[src/rtl/pc_sequencer.sv]
// Program counter / control-flow stage with a return-address stack for BR.SUB/RETURN.
// Optional macro PC_STACK_WRAP_EN: a BR.SUB on a full stack overwrites the oldest entry and still branches.
module pc_sequencer #(
  parameter int PC_WIDTH     = 8,
  parameter int STACK_DEPTH  = 4,
  parameter int RESET_VECTOR = 0
) (
  input  logic                           clock,
  input  logic                           resetN,
  input  logic [3:0]                     ALUOP,
  input  logic                           zero,
  input  logic                           negative,
  input  logic [1:0]                     branchCond,
  input  logic [PC_WIDTH-1:0]            branchTarget,
  input  logic                           stall,
  output logic [PC_WIDTH-1:0]            pc,
  output logic                           branchTaken,
  output logic [$clog2(STACK_DEPTH):0]   stackDepth,
  output logic                           stackOverflow,
  output logic                           stackUnderflow
);

  localparam int AW = $clog2(STACK_DEPTH);
  localparam int DW = AW + 1;
  localparam logic [PC_WIDTH-1:0] RST_PC = RESET_VECTOR[PC_WIDTH-1:0];
  localparam logic [DW-1:0] FULL = DW'(STACK_DEPTH);

  localparam logic [3:0] OP_BR     = 4'b1001;
  localparam logic [3:0] OP_BRC    = 4'b1010;
  localparam logic [3:0] OP_BRSUB  = 4'b1011;
  localparam logic [3:0] OP_RETURN = 4'b1100;

  logic [PC_WIDTH-1:0] pc_q, pc_d, pc_inc;
  logic                taken_q, taken_d;
  logic [DW-1:0]       depth_q, depth_d;
  logic [AW-1:0]       sp_q, sp_d, sp_prev;
  logic                ovf_q, ovf_d, unf_q, unf_d;
  logic                push_en, cond_true;
  logic [PC_WIDTH-1:0] stack_q [STACK_DEPTH];

  // sp_q points at the next free slot; the buffer is circular so that, when full,
  // sp_q also addresses the oldest entry.
  assign pc_inc  = pc_q + PC_WIDTH'(1);
  assign sp_prev = sp_q - AW'(1);

  always_comb begin
    cond_true = 1'b0;
    case (branchCond)
      2'b00: cond_true = zero;
      2'b01: cond_true = negative;
      2'b10: cond_true = !zero;
      2'b11: cond_true = !negative;
      default: cond_true = 1'b0;
    endcase
  end

  always_comb begin
    pc_d    = pc_inc;
    taken_d = 1'b0;
    depth_d = depth_q;
    sp_d    = sp_q;
    ovf_d   = ovf_q;
    unf_d   = unf_q;
    push_en = 1'b0;
    if (stall) begin
      pc_d = pc_q;
    end else begin
      case (ALUOP)
        OP_BR: begin
          pc_d    = branchTarget;
          taken_d = 1'b1;
        end
        OP_BRC: begin
          if (cond_true) begin
            pc_d    = branchTarget;
            taken_d = 1'b1;
          end
        end
        OP_BRSUB: begin
          if (depth_q != FULL) begin
            push_en = 1'b1;
            sp_d    = sp_q + AW'(1);
            depth_d = depth_q + DW'(1);
            pc_d    = branchTarget;
            taken_d = 1'b1;
          end else begin
            ovf_d = 1'b1;
`ifdef PC_STACK_WRAP_EN
            push_en = 1'b1;
            sp_d    = sp_q + AW'(1);
            pc_d    = branchTarget;
            taken_d = 1'b1;
`endif
          end
        end
        OP_RETURN: begin
          if (depth_q != '0) begin
            pc_d    = stack_q[sp_prev];
            sp_d    = sp_prev;
            depth_d = depth_q - DW'(1);
            taken_d = 1'b1;
          end else begin
            unf_d = 1'b1;
          end
        end
        default: ;
      endcase
    end
  end

  always_ff @(posedge clock) begin
    if (!resetN) begin
      pc_q    <= RST_PC;
      taken_q <= 1'b0;
      depth_q <= '0;
      sp_q    <= '0;
      ovf_q   <= 1'b0;
      unf_q   <= 1'b0;
    end else begin
      pc_q    <= pc_d;
      taken_q <= taken_d;
      depth_q <= depth_d;
      sp_q    <= sp_d;
      ovf_q   <= ovf_d;
      unf_q   <= unf_d;
    end
  end

  // Stack contents need no reset; depth/pointer reset makes them unreachable.
  always_ff @(posedge clock) begin
    if (resetN && push_en) begin
      stack_q[sp_q] <= pc_inc;
    end
  end

  assign pc             = pc_q;
  assign branchTaken    = taken_q;
  assign stackDepth     = depth_q;
  assign stackOverflow  = ovf_q;
  assign stackUnderflow = unf_q;

endmodule

[config.mk]
export PLATFORM = sky130hd
export DESIGN_NAME = pc_sequencer
export DESIGN_NICKNAME = d
export VERILOG_FILES = /design/src/rtl/pc_sequencer.sv
export SDC_FILE = /design/constraint.sdc
export NUM_CORES = 1
export LEC_CHECK = 0
export BUFFER_PORTS_ARGS = -buffer_cell sky130_fd_sc_hd__buf_2
export CORE_MARGIN = 2
export CORE_UTILIZATION = 35
export CTS_CLUSTER_SIZE = 12
export DETAILED_ROUTE_END_ITERATION = 12
export GPL_TIMING_DRIVEN = 0
export PLACE_DENSITY = 0.51
export SYNTH_ARGS = -nofsm -noshare
export SYNTH_HDL_FRONTEND = slang
export SYNTH_SLANG_ARGS = --single-unit
[constraint.sdc]
create_clock -name clock -period 2.8 [get_ports clock]
set_input_delay 0.14 -clock clock [delete_from_list [all_inputs] [get_ports clock]]
set_output_delay 0.14 -clock clock [all_outputs]
set_load 0.02 [all_outputs]
==> Word-level counts from Yosys, hierarchy flattened <==
Memory sizes are Yosys's and may differ from the RTL's.
Index checks and enable logic that the tools add are counted.
{ "word_totals": {"reg_bits": 16, "latch_bits": 0, "ramBits": 32, "rom_bits": 0, "word_cells": 55, "n_memories": 1} }
{ "classes": {"addsub": 5, "mul": 0, "div_mod_pow": 0, "magnitude_cmp": 0, "eq_ne": 10, "n_shift": 0, "n_mux": 19, "bitwise_logic": 4, "reduce_logical": 10} }
{ "memory_table": {"columns": ["name", "depth", "width", "read_ports", "rd_clocked_by_memory_dff", "wr", "line", "rtl"], "rows": [
  ["stack_q", 4, 8, 1, 0, 1, "39", "logic [PC_WIDTH-1:0] stack_q [STACK_DEPTH];"]
]} }
{ "op_table": {"columns": ["op", "count"], "rows": [
  ["8-bit one-hot mux with 4 select lines", 1],
  ["8-bit 2-to-1 mux", 3],
  ["4-bit equality test (second input constant)", 4],
  ["8-bit by 1-bit adder with 8-bit output (second input constant)", 1],
  ["1-bit one-hot mux with 4 select lines", 2],
  ["1-bit 2-to-1 mux", 7],
  ["3-bit 2-to-1 mux", 2],
  ["3-bit one-hot mux with 2 select lines", 1],
  ["3-bit AND reduction", 2],
  ["2-bit equality test (second input constant)", 2],
  ["2-bit 2-to-1 mux", 2],
  ["2-bit != test (second input constant)", 2],
  ["1-bit NOT", 4],
  ["2-bit one-hot mux with 2 select lines", 1],
  ["4-bit AND reduction", 1],
  ["3-bit by 1-bit adder with 3-bit output (second input constant)", 1],
  ["3-bit != test (second input constant)", 1],
  ["3-bit nonzero test", 1],
  ["3-bit by 1-bit subtractor with 3-bit output (second input constant)", 1],
  ["2-bit by 1-bit adder with 2-bit output (second input constant)", 1],
  ["2-bit by 1-bit equality test with 1-bit output (second input constant)", 1],
  ["1-bit zero test", 2],
  ["2-bit zero test", 1],
  ["2-bit nonzero test", 1],
  ["3 further kinds", 3]
]} }

==> Depth between registers and ports, before layout <==
{ "depth": {"ltp_word": 7, "ltp_mapped": 7, "mapped_depth_nobuf": 6} }

==> Worst setup path after synthesis <==
Ideal clock, no wire load.
{ "synth_path": {"kind": "reg2reg", "startpoint": "reg sp_q[0]", "endpoint": "reg pc_q[2] (netlist: pc[2])", "setup_time_ps": 126, "t_arrival_ps": 1988, "required_ps": 2674, "path_slack_ps": 686, "stages_incl_launch_ff": 8, "period_less_slack_ps": 2114, "path_cell_list": "dfxtp_1 > buf_2 > inv_1 > ha_1 > buf_1 > mux4_2 > a222oi_1 > o22ai_1"} }
{ "synth_between": {"elab_chain_cells": 4} }
{ "synth_rtl": {"columns": ["element", "line", "rtl"], "rows": [
  ["start: declaration", "36", "logic [AW-1:0] sp_q, sp_d, sp_prev;"],
  ["start signal: assignment", "123", "sp_q <= sp_d;"],
  ["2-bit by 1-bit subtractor with 2-bit output", "44", "assign sp_prev = sp_q - AW'(1);"],
  ["memory read 4 x 8 bit", null, null],
  ["8-bit 2-to-1 mux", "97", "if (depth_q != '0) begin"],
  ["8-bit one-hot mux with 4 select lines", "68", "case (ALUOP)"],
  ["end signal: assignment", "120", "pc_q <= pc_d;"],
  ["end: declaration", "33", "logic [PC_WIDTH-1:0] pc_q, pc_d, pc_inc;"]
]} }
No other way between the ends.
A chain may end at the register's enable or synchronous reset.

==> Final worst setup path <==
Ends and elaborated chain as after synthesis.

==> results.toml <==
[status]
status = "complete, no violations"

[power]
leakagePower_nw = 0.972
combPwrFrac_pct = 10.5
p_int_mw = 1.03
powerDensity_nw_per_um2 = 520
p_total_mw = 1.35
seqPwrFrac_pct = 58.1
swShare_pct = 23.6
peakVddDrop_uv = 304
pwr-share-clk_pct = 31.5
p_sw_uw = 317

[worst_hold_path]
whs_path_depth = 3
hold_path_startpoint = "resetN"
hp-class = "in2reg"
hold_end = "pc[4]$_SDFFE_PN0N_"

[placement]
dp.final_hpwl_um = 3420
gp_congestion = 0.720
io_buffers = 32

[sta]
drv_slew = 0
fin_worst_skew_ps = 11.5
hold_violations = 0
fin_crit_ps = 2360
setup_violations = 0
worstMarginPinSlew_ps = 588
hold_ws_ps = 148
setup-tns-final_ps = 0
min_period_over_period_pct = 84.5
rsz0062_at_grt = "no"
timing.fmax_mhz = 423
slew_headroom_pct = 60.8

[final_layout]
drive_gt1_share_pct = 26.7
final_nets = 234
utilization_pct = 41.2
area_growth_syn_to_layout_pct = 15.5
antenna_cells = 0

[synthesis]
synthFlopType = "edfxtp_1"
synth-edff-count = 32
yosysMostFrequentCell = "edfxtp_1"
ys_seq_area_share_pct = 57.1
yosys_warnings = 0
synthMuxAreaShare_pct = 10.3
synth_top_area_share_pct = 42.9
synth_top_family_by_area = "simple AND/OR/NAND/NOR gates"
synth-simple-area-share_pct = 11.3
synth_xor_area_share_pct = 4.30
synth_compound_area_share_pct = 10.2
synth_largest_area_cell = "edfxtp_1"
synth_cell_types = 40
syn-num-nets = 196
syn-cell-area_um2 = 2240
synthTopCellsByArea = "edfxtp_1, dfxtp_1, mux4_2"
avgSynthCellArea_um2 = 13.1
postSynthCellCount = 171
synthArstFlopShare_pct = 0
synth_seq_cells = 48
yosys-top-cells-count = "edfxtp_1, dfxtp_1, nand2_1, a21oi_1"
synth-adder-area-share_pct = 3.68

[die]
die_area_um2 = 7060
die_h_um = 84.0
io_pins = 33
coreArea_um2 = 6280
rows = 29
start_util_pct = 35.7
fp.dieW_um = 84.0

[grt]
grt_pass1_vias = 1417
grt_max_degree = 15
overflow = 0
track_usage_pct = 14.7
grt_pass1_wl_um = 7850
antenna_found_initial = 0

[critical_path]
required_ps = 2980
r2r_end = "pc[2]$_SDFFE_PN0N_"
reg2reg_slack_ps = 440
crit_chain = "buf_2 -> inv_1 -> ha_1 -> mux4_2 -> a222oi_1 -> o22ai_1"
critPathMaxStageDelay_ps = 600
arrival_ps = 2550
worstSetupStartpointType = "register"
r2r-start = "sp_q[0]$_SDFFE_PN0P_"
cp_max_fo = 10
critPathSlowestCell = "ha_1"
crit_type = "reg2reg"
reg2regPathDepth = 6
end_kind = "register"

[clocking]
ctsResizeCount = 0
cts_setup_buffers = 0
cts_max_level = 2
clockRootBuffer = "clkbuf_8"
clkSinkCount = 48
numCtsBuffers = 5
cts_hold_buf = 0
cts_tree = "yes"
cts.clk_slew.worst_paths_ps = 90
clock_path_buffers = 2
clk_latency_ps = 300

[route]
drt-vias-per-instance = 5.05
first_pass_iters = 4
drt_wl_total_um = 4940
vias = 1449
drt_iter0_markers = 88
wl_per_cell_um = 17.2
ant_nets = 0
drc = 0

[job]
drv_cap = 0
-- through the flow --
stage	setup WS, ps	area (um2)	instances
after global routing	211	2590	287
final	435	2590	287
after CTS	167	2590	288
after global placement	226	2500	280
after detailed placement	195	2500	280
after floorplan	686	2240	171
-- routing by layer --
metal  up-vias  routed length [um]  GRT usage (%)
li1        714                   -              -
met1       694                2290           20.1
met2        37                2370           23.9
met3         4                 239           3.36
met4         0                  38           3.52
met5         -                   0              0
-- placed cells by master (no fill, tap or decap), types with 2 or more instances in the layout --
cell type / instances
buf_2: 34
buf_6: 2
xnor2_1: 7
o21ai_0: 6
a221oi_1: 6
and2_1: 8
mux2i_1: 5
inv_1: 7
clkbuf_8: 6
clkbuf_1: 3
o21a_1: 2
a21oi_1: 9
nor3b_1: 2
a222oi_1: 2
nand3_1: 4
dfxtp_1: 16
o22ai_1: 2
xor2_1: 4
edfxtp_1: 32
nand2_1: 15
mux4_2: 8
ha_1: 5
nor2_1: 5
nor3_1: 3
-- power by group through the flow --
stage / Sequential (mW) / Clock (mW) / Combinational [mW]
after global placement: 0.798 / 0 / 0.143
final: 0.782 / 0.424 / 0.141
after CTS: 0.782 / 0.443 / 0.144
after detailed placement: 0.798 / 0 / 0.143
after global routing: 0.785 / 0.480 / 0.157
after floorplan: 0.807 / 0 / 0.0805
-- cell families (layout without fill, tap and decap cells) --
family                   count (synthesis)  in the layout
adder cells (fa/ha/maj)                  6              6
flip-flops                              48             48
XOR/XNOR                                11             11
AO/OA/AOI/OAI                           32             32
AND/OR/NAND/NOR                         47             47
buffers and inverters                   14             53
multiplexers                            13             13
-- flip-flops by register name, summed over array words and instances, names as in the netlist --
| signal | cells |
|---|---|
| branchTaken | 1 |
| stackOverflow | 1 |
| sp_q | 2 |
| stackUnderflow | 1 |
| pc | 8 |
| stackDepth | 3 |
| stack_q | 32 |
-- layout make-up --
| type | instances | area [um2] |
|---|---|---|
| inverter | 7 | 26.3 |
| fill | 618 | 3690 |
| clock buffer | 7 | 86.3 |
| tap | 77 | 96.3 |
| timing repair buffer | 32 | 160 |
| clock inverter | 1 | 7.51 |
| sequential | 48 | 1280 |
| buffer | 6 | 40.0 |
| multi-input combinational | 109 | 891 |
-- how the worst max path moves through the flow --
stage,from,end,slack [ps],depth (start not counted)
after global routing,sp_q[0]$_SDFFE_PN0P_,pc[2]$_SDFFE_PN0N_,210,6
after global placement,sp_q[0]$_SDFFE_PN0P_,pc[3]$_SDFFE_PN0N_,230,7
after floorplan,sp_q[0]$_SDFFE_PN0P_,pc[2]$_SDFFE_PN0N_,690,7
final,sp_q[0]$_SDFFE_PN0P_,pc[2]$_SDFFE_PN0N_,440,6
after detailed placement,sp_q[0]$_SDFFE_PN0P_,pc[3]$_SDFFE_PN0N_,200,7
after CTS,sp_q[0]$_SDFFE_PN0P_,pc[3]$_SDFFE_PN0N_,170,7
-- critical path: cells and delay by family (launching register included) --
family | cells | cell delay, ps
AO/OA/AOI/OAI | 2 | 430
adder cells (fa/ha/maj) | 1 | 600
buffers and inverters | 2 | 460
flip-flops | 1 | 360
multiplexers | 1 | 390
Power figures use the tool's default switching activity.
